[src/rtl/logic_ops_pkg.sv]
// Shared encodings for the bitwise logic datapath.
//   op_e    : per-beat operation select (XOR, AND, OR, XNOR)
//   state_e : packet FSM state (IDLE = between packets, ACC = mid-packet)
package logic_ops_pkg;

    typedef enum logic [1:0] {
        OP_XOR  = 2'd0,
        OP_AND  = 2'd1,
        OP_OR   = 2'd2,
        OP_XNOR = 2'd3
    } op_e;

    typedef enum logic {
        ST_IDLE = 1'b0,
        ST_ACC  = 1'b1
    } state_e;

endpackage

[src/rtl/bitwise_op_n.sv]
// Purely combinational N-bit bitwise operator: y = a <op> b.
// Ports:
//   a, b : N-bit operands
//   op   : operation select (OP_XOR / OP_AND / OP_OR / OP_XNOR)
//   y    : N-bit result, no carries between bit positions
module bitwise_op_n
    import logic_ops_pkg::*;
#(
    parameter int N = 32
) (
    input  logic [N-1:0] a,
    input  logic [N-1:0] b,
    input  logic [1:0]   op,
    output logic [N-1:0] y
);

    for (genvar k = 0; k < N; k++) begin : g_bit
        assign y[k] = (op == OP_XOR) ? (a[k] ^ b[k]) :
                      (op == OP_AND) ? (a[k] & b[k]) :
                      (op == OP_OR)  ? (a[k] | b[k]) :
                                       ~(a[k] ^ b[k]);
    end

endmodule

[src/rtl/bitwise_logic_acc.sv]
// Pipelined bitwise XOR/AND/OR/XNOR unit with optional multi-beat
// accumulation (e.g. running XOR checksums, mask merges).
// Ports:
//   clk, rst            : clock, synchronous active-high reset
//   in_valid / in_ready : input beat handshake
//   op, acc_mode, last  : beat operation, packet mode, final-beat flag
//   i0, i1              : operands (i1 only used on a packet's first beat)
//   out_valid/out_ready : result handshake
//   out, out_parity,
//   out_zero, out_beats : registered result word, its parity, zero flag
//                         and the (saturating) number of beats folded in
module bitwise_logic_acc
    import logic_ops_pkg::*;
#(
    parameter int N     = 32,
    parameter int CNT_W = 8
) (
    input  logic             clk,
    input  logic             rst,
    input  logic             in_valid,
    output logic             in_ready,
    input  logic [1:0]       op,
    input  logic             acc_mode,
    input  logic             last,
    input  logic [N-1:0]     i0,
    input  logic [N-1:0]     i1,
    output logic             out_valid,
    input  logic             out_ready,
    output logic [N-1:0]     out,
    output logic             out_parity,
    output logic             out_zero,
    output logic [CNT_W-1:0] out_beats
);

    localparam logic [CNT_W-1:0] CNT_ONE = CNT_W'(1);

    function automatic logic [CNT_W-1:0] sat_inc(input logic [CNT_W-1:0] c);
        return (&c) ? c : c + CNT_ONE;
    endfunction

    state_e           state_p1, state_nxt;
    logic [N-1:0]     acc_p1;
    logic [CNT_W-1:0] cnt_p1;
    logic [1:0]       op_p1;

    logic [N-1:0]     first_res, fold_res, res_nxt;
    logic [CNT_W-1:0] cnt_nxt;
    logic             accept, load_acc, load_out, latch_op;

    // Ready depends only on the output register, so a stalled consumer
    // stalls the producer in either FSM state; held low during reset.
    assign in_ready = !rst && (!out_valid || out_ready);
    assign accept   = in_valid && in_ready;

    // ---- stage p0: first-beat and fold operators ----
    bitwise_op_n #(.N(N)) u_first (
        .a  (i0),
        .b  (i1),
        .op (op),
        .y  (first_res)
    );

    bitwise_op_n #(.N(N)) u_fold (
        .a  (acc_p1),
        .b  (i0),
        .op (op_p1),
        .y  (fold_res)
    );

    always_comb begin
        state_nxt = state_p1;
        res_nxt   = first_res;
        cnt_nxt   = CNT_ONE;
        load_acc  = 1'b0;
        load_out  = 1'b0;
        latch_op  = 1'b0;
        unique case (state_p1)
            ST_IDLE: begin
                if (accept) begin
                    if (!acc_mode || last) begin
                        load_out = 1'b1;
                    end else begin
                        load_acc  = 1'b1;
                        latch_op  = 1'b1;
                        state_nxt = ST_ACC;
                    end
                end
            end
            ST_ACC: begin
                res_nxt = fold_res;
                cnt_nxt = sat_inc(cnt_p1);
                if (accept) begin
                    if (last) begin
                        load_out  = 1'b1;
                        state_nxt = ST_IDLE;
                    end else begin
                        load_acc = 1'b1;
                    end
                end
            end
            default: state_nxt = ST_IDLE;
        endcase
    end

    // ---- stage p1: accumulator, FSM state and output register ----
    always_ff @(posedge clk) begin
        if (rst) begin
            state_p1   <= ST_IDLE;
            acc_p1     <= '0;
            cnt_p1     <= '0;
            op_p1      <= OP_XOR;
            out_valid  <= 1'b0;
            out        <= '0;
            out_parity <= 1'b0;
            out_zero   <= 1'b1;
            out_beats  <= '0;
        end else begin
            state_p1 <= state_nxt;
            if (load_acc) begin
                acc_p1 <= res_nxt;
                cnt_p1 <= cnt_nxt;
            end
            if (latch_op) begin
                op_p1 <= op;
            end
            if (load_out) begin
                out        <= res_nxt;
                out_parity <= ^res_nxt;
                out_zero   <= (res_nxt == '0);
                out_beats  <= cnt_nxt;
                out_valid  <= 1'b1;
            end else if (out_ready) begin
                out_valid <= 1'b0;
            end
        end
    end

endmodule

[config.mk]
export PLATFORM = sky130hd
export DESIGN_NAME = bitwise_logic_acc
export DESIGN_NICKNAME = d
export VERILOG_FILES = /design/src/rtl/logic_ops_pkg.sv /design/src/rtl/bitwise_op_n.sv /design/src/rtl/bitwise_logic_acc.sv
export SDC_FILE = /design/constraint.sdc
export NUM_CORES = 1
export LEC_CHECK = 0
export BUFFER_PORTS_ARGS = -buffer_cell sky130_fd_sc_hd__buf_2
export CORE_UTILIZATION = 25
export DETAILED_ROUTE_END_ITERATION = 8
export GPL_ROUTABILITY_DRIVEN = 0
export HOLD_SLACK_MARGIN = 0.12
export PLACE_DENSITY = 0.4
export SLEW_MARGIN = 20
export SYNTH_ARGS = -nofsm -noshare
export SYNTH_HDL_FRONTEND = slang
export SYNTH_SLANG_ARGS = --single-unit
[constraint.sdc]
create_clock -name clk -period 3.14 [get_ports clk]
set_clock_uncertainty 0.05 [all_clocks]
set_input_delay 0.471 -clock clk [delete_from_list [all_inputs] [get_ports clk]]
set_output_delay 0.471 -clock clk [all_outputs]
set_load 0.01 [all_outputs]
==> flow_summary.yaml <==
status:
  status: "finished, final reports clean"
placement:
  port_buffers: 115
  dp_hpwl_um: 16200
  place_area_mm2: 0.00920
  preCtsSetupSlack_ps: 61.7
cts:
  clock_latency_ps: 350
  tritoncts_clock_tree: "done"
  clock-sinks: 86
  cts_buffers: 9
  cts_resized: 0
  cts_root_buffer: "clkbuf_16"
  clk_path_buf_depth: 2
  post_cts_clock_slew_at_the_launch_and_capture_registers_of_the_worst_setup_and_hold_paths_ps: 70
  cts_hold_repair.buffers: 0
  post_cts.repair.setup_buffers: 0
  h-tree-depth: 3
sta:
  min_period_ps: 2740
  rsz0062_at_grt: "no"
  normalized_max_slew_margin_pct: 51.0
  worstMarginPinSlew_ps: 732
  final_critical_path_setup_slack_ps: 395
  drv_slew: 0
  setup-violations-final: 0
  fin_setup_tns_ps: 0
  max_freq_ghz: 0.364
  hold_violations_final: 0
  fin_crit_sh_pct: 87.4
die:
  initial_core_util_pct: 25.4
  chipHeight_um: 181
  io_pins: 116
  die-area_mm2: 0.0328
  num_rows: 65
  floorplan.core_area_mm2: 0.0316
  floorplan.die.width_um: 181
logic_synthesis:
  post_synth_num_cell_types: 38
  dominantRegCellSynth: "dfxtp_1"
  number_of_nets_in_the_synthesized_netlist: 1090
  synthArstFlopShare_pct: 0
  sequential_element_share_of_the_synthesized_area_pct: 21.5
  synth_area_mm2: 0.00802
  synth_enable_flop_cells: 0
  post_synthesis_sequential_element_count: 86
  syn_avg_cell_area_um2: 9.19
  cells_after_synth: 873
  yosys_warnings: 0
global_route:
  antenna_found_initial: 0
  grt_use_total_pct: 13.4
  gr-total-overflow: 0
  global_route_wire_length_before_repair_um: 34200
  largest_net_degree_at_the_start_of_global_routing: 50
  grt_pass1_vias: 6124
hold_path:
  hp-start: "last"
  worst_hold_path_type: "primary input to register"
  worstHoldEndpoint: "state_p1$_SDFF_PP0_"
  worst_hold_path.num_cells: 2
critical_path:
  setup.worst_path.end_class: "register"
  cp.arrival_ps: 2970
  crit_fanout: 30
  reg2reg_setup_slack_ps: 400
  worst_reg_to_reg_path_cell_count: 11
  critical_path_required_ps: 3360
  crit_type: "register to register"
  worstSetupStartpointType: "register"
  crit-reg2reg-launch: "op_p1[0]$_SDFFE_PP0P_"
  critical_path.reg2reg.endpoint: "out_parity$_SDFFE_PP0P_"
route:
  detail_route.first_pass.iterations: 4
  detailedRoute.firstIterationViolations: 231
  drtAntennaViolNets: 0
  drc_violations_left: 0
  detailroute.via_count: 6087
  avgRoutedWirePerCell_um: 15.4
  routed_wl_um: 21300
  post_drt_via_cell_ratio: 4.41
power:
  power_per_cell_area_mw_per_mm2: 362
  power.static_leakage_nw: 4.38
  ir_worst_vdd_v: 0.000302
finish:
  layout.cells.most_common: "mux2i_1"
  mostFrequentLayoutCells: "164 x mux2i_1, 145 x ha_1, 130 x inv_1"
  post-route-util_pct: 30.1
  drive_gt1_share_pct: 23.6
  layout-area-overhead-vs-synth_pct: 18.3
  n_fill_cell: 3353
  final_area_mm2: 0.00948
  antennaDiodeCount: 0
  design.final.nets: 1190
flow_run:
  cap_violations: 0
## metrics by stage
step                      hold slack [ps]  instances  total power [W]
final                                 362       1380          0.00343
after global placement                392       1364          0.00242
after floorplan                       408        873          0.00204
after detailed placement              397       1364          0.00242
after global routing                  345       1380          0.00368
after CTS                             344       1380          0.00352
## registers in the layout, indices dropped and copies added, names as in the netlist
name and flops:
state_p1 1, op_p1 2, out_beats 8, out_valid 1, out_parity 1, cnt_p1 8
acc_p1 32, out_zero 1, out 32
## worst max path at each step
stage / start / to / slack, ps / depth (start not counted)
finish: op_p1[0]$_SDFFE_PP0P_ / out_parity$_SDFFE_PP0P_ / 400 / 11
global route: op_p1[0]$_SDFFE_PP0P_ / out_parity$_SDFFE_PP0P_ / 110 / 11
CTS: op_p1[0]$_SDFFE_PP0P_ / out_parity$_SDFFE_PP0P_ / 330 / 11
detailed placement: op[0] / out_parity$_SDFFE_PP0P_ / 60 / 13
global placement: op[0] / out_parity$_SDFFE_PP0P_ / 30 / 13
floorplan: op[0] / out_parity$_SDFFE_PP0P_ / 580 / 12
## area by class of cell
type / count / area, um^2 / share of cell area (%)
clock buffers: 12 / 256 / 2.70
clock inverters: 4 / 28.8 / 0.303
inverters: 130 / 488 / 5.15
multi-input cells: 605 / 5570 / 58.7
flip-flops and latches: 86 / 1730 / 18.2
well taps: 402 / 503 / 5.30
repair buffers: 141 / 913 / 9.63
## layer usage
metal  routed length [um]  vias to the layer above  GRT usage (%)
met4                  206                        0           3.46
met2                 9780                       74           22.1
li1                     -                     3200              -
met5                    0                        -              0
met3                  527                       10           1.83
met1                10800                     2803           18.2
## Yosys cell counts, types with 6 or more instances
| library cell | n | area (um^2) |
|---|---|---|
| a22oi_1 | 6 | 45.0 |
| inv_1 | 130 | 488 |
| a21oi_1 | 9 | 45.0 |
| nor2_1 | 85 | 319 |
| mux2i_1 | 164 | 1640 |
| buf_2 | 30 | 150 |
| buf_4 | 6 | 45.0 |
| a211oi_1 | 67 | 503 |
| mux2_2 | 64 | 721 |
| nand2_1 | 8 | 30.0 |
| ha_1 | 145 | 1810 |
| dfxtp_1 | 86 | 1720 |
| xnor2_1 | 13 | 114 |
| clkbuf_1 | 15 | 56.3 |
## kinds of logic (layout without fill, tap and decap cells)
logic type                 after synthesis  count (layout)  share of synthesized area, %
muxes                                  228             228                          29.5
buffers and inverters                  182             287                          9.27
adders and majority gates              145             145                          22.6
and+or+nand+nor                        118             118                          6.58
AOI/OAI and AO/OA                       98              98                          8.85
DFF                                     86              86                          21.5
xor gates and xnor gates                16              16                          1.75
## worst max-delay path, cell delays in order, from the launching register on
cell and delay [ps]:
dfxtp_4 430, buf_12 250, mux2_2 360, mux2i_1 140
mux2i_1 110, inv_1 90, ha_1 240, xnor2_1 280
xnor2_1 180, xnor2_1 190, xnor2_1 100, a211oi_1 210
## report_power, final
part | leakage [nW] | switching (W) | internal [W]
Clock | 0.135 | 0.000475 | 0.000582
Sequential | 0.703 | 0.0000424 | 0.00114
Combinational | 3.54 | 0.000614 | 0.000572
No activity file was read; power rests on OpenSTA's default activity.
